File: config.mk
export PLATFORM = sky130hd
export DESIGN_NAME = vector_alu_pipe
export DESIGN_NICKNAME = d
export VERILOG_FILES = /design/src/rtl/vector_alu_pipe.sv
export SDC_FILE = /design/constraint.sdc
export NUM_CORES = 1
export LEC_CHECK = 0
export CORE_AREA = 2 2 178 136
export CTS_BUF_LIST = sky130_fd_sc_hd__clkbuf_16
export DETAILED_ROUTE_END_ITERATION = 8
export DIE_AREA = 0 0 180 138
export HOLD_SLACK_MARGIN = 0.15
export MAX_ROUTING_LAYER = met4
export PLACE_DENSITY = 0.76
export SYNTH_ARGS = -nofsm -noshare
export SYNTH_HDL_FRONTEND = slang
export SYNTH_SLANG_ARGS = --single-unit
export TNS_END_PERCENT = 10
File: constraint.sdc
create_clock -name clk -period 6.02 [get_ports clk]
set_input_delay 1.204 -clock clk [delete_from_list [all_inputs] [get_ports clk]]
set_output_delay 1.204 -clock clk [all_outputs]
set_load 0.1 [all_outputs]
File: src/rtl/vector_alu_pipe.sv
// rtl/vector_alu_pipe.sv - two-stage pipelined LANES x BITS vector ALU with valid/ready handshake
// Optional build macro: VALU_SAT_EN selects unsigned saturation for add/sub.
module vector_alu_pipe #(
    parameter int BITS  = 8,
    parameter int ALUOP = 4,
    parameter int LANES = 4
) (
    input  logic                  clk,
    input  logic                  reset,
    input  logic                  inValid,
    output logic                  inReady,
    input  logic [ALUOP-1:0]      aluFunction,
    input  logic [LANES*BITS-1:0] vectorA,
    input  logic [LANES*BITS-1:0] vectorB,
    output logic                  outValid,
    input  logic                  outReady,
    output logic [LANES*BITS-1:0] aluResult,
    output logic [LANES-1:0]      carryFlag,
    output logic [LANES-1:0]      zeroFlag,
    output logic                  illegalOp
);

    localparam int SH = $clog2(BITS);
    localparam int VW = LANES * BITS;

    localparam logic [ALUOP-1:0] OP_MOV   = ALUOP'(1);
    localparam logic [ALUOP-1:0] OP_ADD   = ALUOP'(2);
    localparam logic [ALUOP-1:0] OP_SUB   = ALUOP'(3);
    localparam logic [ALUOP-1:0] OP_XOR   = ALUOP'(4);
    localparam logic [ALUOP-1:0] OP_AND   = ALUOP'(5);
    localparam logic [ALUOP-1:0] OP_OR    = ALUOP'(6);
    localparam logic [ALUOP-1:0] OP_SHL   = ALUOP'(7);
    localparam logic [ALUOP-1:0] OP_SHR   = ALUOP'(8);
    localparam logic [ALUOP-1:0] OP_ROL   = ALUOP'(9);
    localparam logic [ALUOP-1:0] OP_ROR   = ALUOP'(10);
    localparam logic [ALUOP-1:0] OP_BCAST = ALUOP'(11);

    // Returns {carry, result} for one lane.
    function automatic logic [BITS:0] f_lane(
        input logic [ALUOP-1:0] op,
        input logic [BITS-1:0]  a,
        input logic [BITS-1:0]  b,
        input logic [BITS-1:0]  a0
    );
        logic [BITS:0]     wide;
        logic [2*BITS-1:0] dbl;
        logic [BITS-1:0]   res;
        logic              cy;
        logic              big;
        res  = '0;
        cy   = 1'b0;
        wide = '0;
        dbl  = '0;
        // Any set bit above the low SH bits means the amount is >= BITS.
        big  = |(b >> SH);
        case (op)
            OP_MOV: res = a;
            OP_ADD: begin
                wide = {1'b0, a} + {1'b0, b};
                cy   = wide[BITS];
                res  = wide[BITS-1:0];
`ifdef VALU_SAT_EN
                if (cy) res = '1;
`endif
            end
            OP_SUB: begin
                wide = {1'b0, a} - {1'b0, b};
                cy   = wide[BITS];
                res  = wide[BITS-1:0];
`ifdef VALU_SAT_EN
                if (cy) res = '0;
`endif
            end
            OP_XOR: res = a ^ b;
            OP_AND: res = a & b;
            OP_OR:  res = a | b;
            OP_SHL: res = big ? '0 : (a << b);
            OP_SHR: res = big ? '0 : (a >> b);
            OP_ROL: begin
                dbl = {a, a} << b[SH-1:0];
                res = dbl[2*BITS-1:BITS];
            end
            OP_ROR: begin
                dbl = {a, a} >> b[SH-1:0];
                res = dbl[BITS-1:0];
            end
            OP_BCAST: res = a0;
            default:  res = '0;
        endcase
        return {cy, res};
    endfunction

    logic             r_s1_valid;
    logic [ALUOP-1:0] r_s1_op;
    logic [VW-1:0]    r_s1_a;
    logic [VW-1:0]    r_s1_b;

    logic             r_s2_valid;
    logic [VW-1:0]    r_s2_res;
    logic [LANES-1:0] r_s2_carry;
    logic [LANES-1:0] r_s2_zero;
    logic             r_s2_illegal;

    logic             w_s2_load;
    logic             w_s1_load;
    logic [VW-1:0]    w_res;
    logic [LANES-1:0] w_carry;
    logic [LANES-1:0] w_zero;
    logic             w_illegal;

    assign w_s2_load = !r_s2_valid || outReady;
    assign w_s1_load = !r_s1_valid || w_s2_load;
    assign w_illegal = r_s1_op > OP_BCAST;

    genvar g;
    generate
        for (g = 0; g < LANES; g++) begin : g_lane
            logic [BITS:0] w_out;
            assign w_out = f_lane(r_s1_op, r_s1_a[g*BITS +: BITS],
                                  r_s1_b[g*BITS +: BITS], r_s1_a[BITS-1:0]);
            assign w_res[g*BITS +: BITS] = w_out[BITS-1:0];
            assign w_carry[g]            = w_out[BITS];
            assign w_zero[g]             = ~|w_out[BITS-1:0];
        end
    endgenerate

    always_ff @(posedge clk) begin
        if (reset) begin
            r_s1_valid   <= 1'b0;
            r_s1_op      <= '0;
            r_s1_a       <= '0;
            r_s1_b       <= '0;
            r_s2_valid   <= 1'b0;
            r_s2_res     <= '0;
            r_s2_carry   <= '0;
            r_s2_zero    <= '0;
            r_s2_illegal <= 1'b0;
        end else begin
            if (w_s1_load) begin
                r_s1_valid <= inValid;
                if (inValid) begin
                    r_s1_op <= aluFunction;
                    r_s1_a  <= vectorA;
                    r_s1_b  <= vectorB;
                end
            end
            // S2 data only changes when a real transaction moves in, so a stalled result holds.
            if (w_s2_load) begin
                r_s2_valid <= r_s1_valid;
                if (r_s1_valid) begin
                    r_s2_res     <= w_res;
                    r_s2_carry   <= w_carry;
                    r_s2_zero    <= w_zero;
                    r_s2_illegal <= w_illegal;
                end
            end
        end
    end

    assign inReady   = w_s1_load;
    assign outValid  = r_s2_valid;
    assign aluResult = r_s2_res;
    assign carryFlag = r_s2_carry;
    assign zeroFlag  = r_s2_zero;
    assign illegalOp = r_s2_illegal;

endmodule

# Yosys cells after proc, flatten, opt, wreduce, memory -nomap -nowiden
# Cells that the tools add are included.
# word_totals
reg_bits	111
input_bits	72
wordCells	92
# classes
n_addsub	8
n_lt_le_gt_ge	1
n_eq_ne	11
shifts	16
n_mux	16
bitwise_logic	12
reduce_logical	19
# op_table
cell	n
case mux 8 bit (11 select lines)	3
case mux 8 bit (10 select lines)	1
two-way mux 8 bit	8
left shift 16 x 3 -> 16 bit	4
right shift 16 x 3 -> 8 bit	4
adder 8 x 8 -> 9 bit	4
subtractor 8 x 8 -> 9 bit	4
AND 8 bit	4
OR 8 bit	4
OR reduction 8 bit	4
left shift 8 x 8 -> 8 bit	4
right shift 8 x 8 -> 8 bit	4
XOR 8 bit	4
OR reduction 5 bit	4
equality test 4 x 3 -> 1 bit (second input constant)	4
equality test 4 bit (second input constant)	4
equality test 4 x 2 -> 1 bit (second input constant)	2
case mux 1 bit (2 select lines)	4
logical NOT 1 bit	6
equality test 4 x 1 -> 1 bit (second input constant)	1
> comparator 4 bit (second input constant)	1
AND reduction 2 bit	2
logical OR 1 bit	2
OR reduction 2 bit	1

# Longest topological paths before layout
# logic_depth
word_depth	5
mapped_depth	14
mapped_depth_nobuf	12

# Worst setup path after synthesis
# OpenSTA, ideal clock, no wires.
# synth_timing
path_kind	register to register
from	register r_s1_b[18]
to	register r_s2_zero[2] (netlist: zeroFlag[2])
setup_time_ps	70
t_arrival_ps	3172
required_time_ps	5950
path_slack_ps	2778
path_stages_with_launch	13
synth_period_minus_slack_ps	3242
path_cell_list	dfxtp_1 -> buf_2 -> clkinv_1 -> ha_1 -> clkbuf_1 -> nor2b_1 -> o31a_1 -> xnor2_1 -> a22oi_1 -> a31oi_1 -> or4b_1 -> or4b_1 -> a21oi_1
# synth_between
elab_chain_cells	5
word_cells_on_any_way	14
cone_classes	2 x add/sub; 4 x shift; 3 x mux; 3 x bitwise; 2 x reduce/logical
# synth_rtl
item	line	text
start, declared	96	logic [VW-1:0] r_s1_b;
start signal, assigned	144	r_s1_b <= vectorB;
branches (longest 2 deep; another with subtractor 8 x 8 -> 9 bit)	n/a	
case mux 8 bit (11 select lines) *	56	case (op)
OR reduction 8 bit *	123	assign w_zero[g] = ~|w_out[BITS-1:0];
logical NOT 1 bit *	123	
end signal, assigned	153	r_s2_zero <= w_zero;
end, declared	101	logic [LANES-1:0] r_s2_zero;
# Mark *: on every way between the ends.
# A chain may end at the register's enable or synchronous reset.

# Worst setup path after layout
# layout_timing
from	input port outReady
to	output port inReady
# layout_between
elab_chain_cells	2
# layout_rtl
item	line	text
start, declared	16	input logic outReady,
logical OR 1 bit	111	assign w_s2_load = !r_s2_valid || outReady;
logical OR 1 bit	112	assign w_s1_load = !r_s1_valid || w_s2_load;
end, declared	11	output logic inReady,
# No other way between the ends.

==> metrics <==
outcome finished clean; post-layout util 59.7%; Fin Clk Skew approximately 0.019 ns; setup violators final 0; CTS Buf Count 9; sequential fraction of the synthesis area 17.7%; Achievable Freq 222 MHz; synth warn 0; Pwr per Cell Area ~170 nW/µm²; CTS Sinks 111; DR pass1 iterations 8; largest net degree at the start of global routing 64; setup bufs post-CTS 0; critical path class input pin to output port; Die Area 24800 µm²; EDFF count, synth 0; synthesized area 12500 µm²; Worst EP required 4.82 ns; row count 49; Crit path depth 4; CTS clk-pin slew, worst paths 0.08 ns; later-pin clock latency in the skew report 0.39 ns; Die H 138 µm; Slew @ Worst Pin 1.26 ns; I/O pin cnt between 100 and 150; number of synthesized register bits 111; pre-CTS setup slack 1.54 ns; Slew HR 16.1%; final setup slack of the worst path approximately 1.5 ns; Crit path max-delay family buffers and inverters; Max VDD drop 0.140 mV; first-pass GRT wire length 71.4 mm; via count 13400; CP max stage delay between 1 and 1.5 ns; Synthesized Nets between 1500 and 2000; setup_tns 0 ns; vias per cell 6.67; Clock Power Share about 28%; starting density of the core 53.6%; LEAKAGE 5.01 nW; critical-path maximum fanout 5; ys flop type dfxtp_1; Buf/Inv on CP 2; Sequential Power Share 36.2%; internal power 0.00143 W; crit path to inReady; Critical-path top delay cell clkdlybuf4s50_1; CP Launch Point outReady; cell mode on critical path clkdlybuf4s50_1; Hold Buf Count CTS 0; Routed Antenna Nets 0; switch share 40.5%; drt drc 0; Post-synth ARST share 0%; Post-Syn Instances 1698; drt wl/cell about 23 µm; ratio of cells with drive above 1 in the final layout 7.82%; CTS H-tree lvls 3; Port Buffers 114; cells on worst reg2reg path 10; Crit Reg-Reg Endpoint zeroFlag[1]; total core area 23400 µm²; clk root buf clkbuf_16; Worst Path Arrival between 3 and 4 ns; Die W between 150 and 200 µm; RePlAce Congestion 1.02; Final Max Tran Viols 0; hpwl dp 33.1 mm; Worst Hold Class flip-flop to flip-flop; Tcrit/Tclk final 74.8%; CTS tree built; Area growth, synth to finish 11.3%; ANT cells 0; clock tree buffer depth 2; final wirelength about 46 mm; Net Sw Power 0.000977 W; R2R setup slack 1.89 ns; gr ovfl total 0; R2R Path Start r_s1_b[10]; CP endpoint kind output port; # nets final 1877; Synth cell types 84; initial antenna violation count 0; Combinational Power Share 35.8%; worst-path cell chain clkdlybuf4s50_1, nor2b_1, nand2_1, clkdlybuf4s50_1; RSZ-0062 raised after global routing false; DR iter-0 viols 1710; post-CTS sizing 0; Setup crit start kind input pin; number of global-route vias before repair 12400; gr usage total 37.3%; Final Hold Fails 0; Max Cap Viol 0; fin crit period 4.50 ns; syn_area_per_cell 7.38 µm²
sequential cells by signal (all words and copies together) (netlist names):
signal	flops
carryFlag	4
r_s1_b	32
illegalOp	1
aluResult	32
r_s1_op	4
r_s1_valid	1
zeroFlag	4
outValid	1
r_s1_a	32
kinds of logic (layout without fill, tap and decap cells):
| group | after synthesis | after routing | synth area share [%] |
|---|---|---|---|
| AND/OR/NAND/NOR | 594 | 594 | 22.3 |
| buffers and inverters | 245 | 248 | 7.88 |
| AO/OA/AOI/OAI | 504 | 504 | 26.4 |
| adder cells (fa/ha/maj) | 109 | 109 | 11.4 |
| flip-flops | 111 | 111 | 17.7 |
| multiplexers | 118 | 118 | 13.1 |
| XOR/XNOR | 17 | 17 | 1.19 |
placed cells by master (no fill, tap or decap), types with 15 or more instances in the layout:
master	netlist	final
dfxtp_1	111	109
mux4_2	32	32
a21oi_1	180	180
mux2i_1	53	53
a221oi_1	15	15
nand2b_1	17	17
buf_4	0	29
clkdlybuf4s50_1	0	113
nor2b_1	19	18
nand2_1	285	284
inv_1	86	86
nand3_1	31	31
ha_1	101	101
o211ai_1	16	16
o31ai_1	15	15
nor2_1	95	95
o22ai_1	17	17
mux2_2	32	32
nor3_1	35	35
o21ai_0	71	71
a31oi_1	22	22
a211oi_1	19	19
layout make-up:
cell class                 count  area, µm²
fill                        2172       9420
inverter                      90        338
timing repair buffer         142       1350
clock inverter                 7       88.8
clock buffer                   9        225
multi-input combinational   1342       9330
sequential                   111       2220
tap                          306        383
metal layers:
metal	vias up	global-route usage (%)	routed length (µm)
li1	6174	-	-
met1	6265	52.0	19900
met2	842	52.1	18900
met3	108	10.7	5920
met4	0	11.1	1280
met5	-	-	0
cell usage after synthesis, drive strengths merged (9+ instances only):
library cell  count  share of area (%)
and2              9               0.45
o22ai            17               0.85
nor4             15               0.80
inv              89                2.7
nand3            31                1.2
nor2b            19               0.95
nand2           285                8.5
o21ai            71                2.8
a211oi           19                1.1
xnor2            12               0.84
a21oi           181                7.3
o21bai           10               0.60
nor2             95                2.8
dfxtp           111                 18
ha              101                 10
nor3             35                1.4
nand4            14               0.70
o211ai           16               0.96
mux4             33                6.0
buf              40                1.7
clkbuf          115                3.4
mux2             32                2.9
o31ai            15               0.90
a221oi           15                1.0
nand2b           17               0.85
nor3b            12               0.72
a22oi            14               0.84
a31oi            22                1.1
mux2i            53                4.2
worst min-delay path by stage:
stage,startpoint,cells past startpoint,to,slack [ns]
after CTS,aluResult[31],2,aluResult[31],0.46
after detailed placement,aluResult[6],2,aluResult[6],0.45
final,aluResult[1],2,aluResult[1],0.46
after global placement,aluResult[6],2,aluResult[6],0.44
after floorplan,r_s1_b[15],2,r_s1_b[15],0.46
after global routing,aluResult[4],2,aluResult[4],0.48
tightest hold or removal path, stage by stage, from the launching register on:
cell	delay, ns
dfxtp_1	0.31
nand2_1	0.05
a21oi_1	0.05
power groups by stage:
stage          Sequential (W)  Clock (W)  Combinational (W)
2_1_floorplan        0.000908          0           0.000558
3_3_place_gp         0.000883          0           0.000829
3_5_place_dp         0.000886          0           0.000837
4_1_cts              0.000868   0.000686           0.000841
5_1_grt              0.000879   0.000714           0.000927
6_report             0.000873   0.000674           0.000863
through the flow:
| stage | hold WS (ns) | std cells | instance area (µm²) | total power, W |
|---|---|---|---|---|
| finish | 0.458 | 2007 | 13900 | 0.00241 |
| global route | 0.477 | 2007 | 13900 | 0.00252 |
| CTS | 0.460 | 2007 | 13900 | 0.00240 |
| detailed placement | 0.448 | 1991 | 13600 | 0.00172 |
| global placement | 0.442 | 1991 | 13600 | 0.00171 |
| floorplan | 0.460 | 1698 | 12500 | 0.00147 |
(Power assumes the default switching activity.)
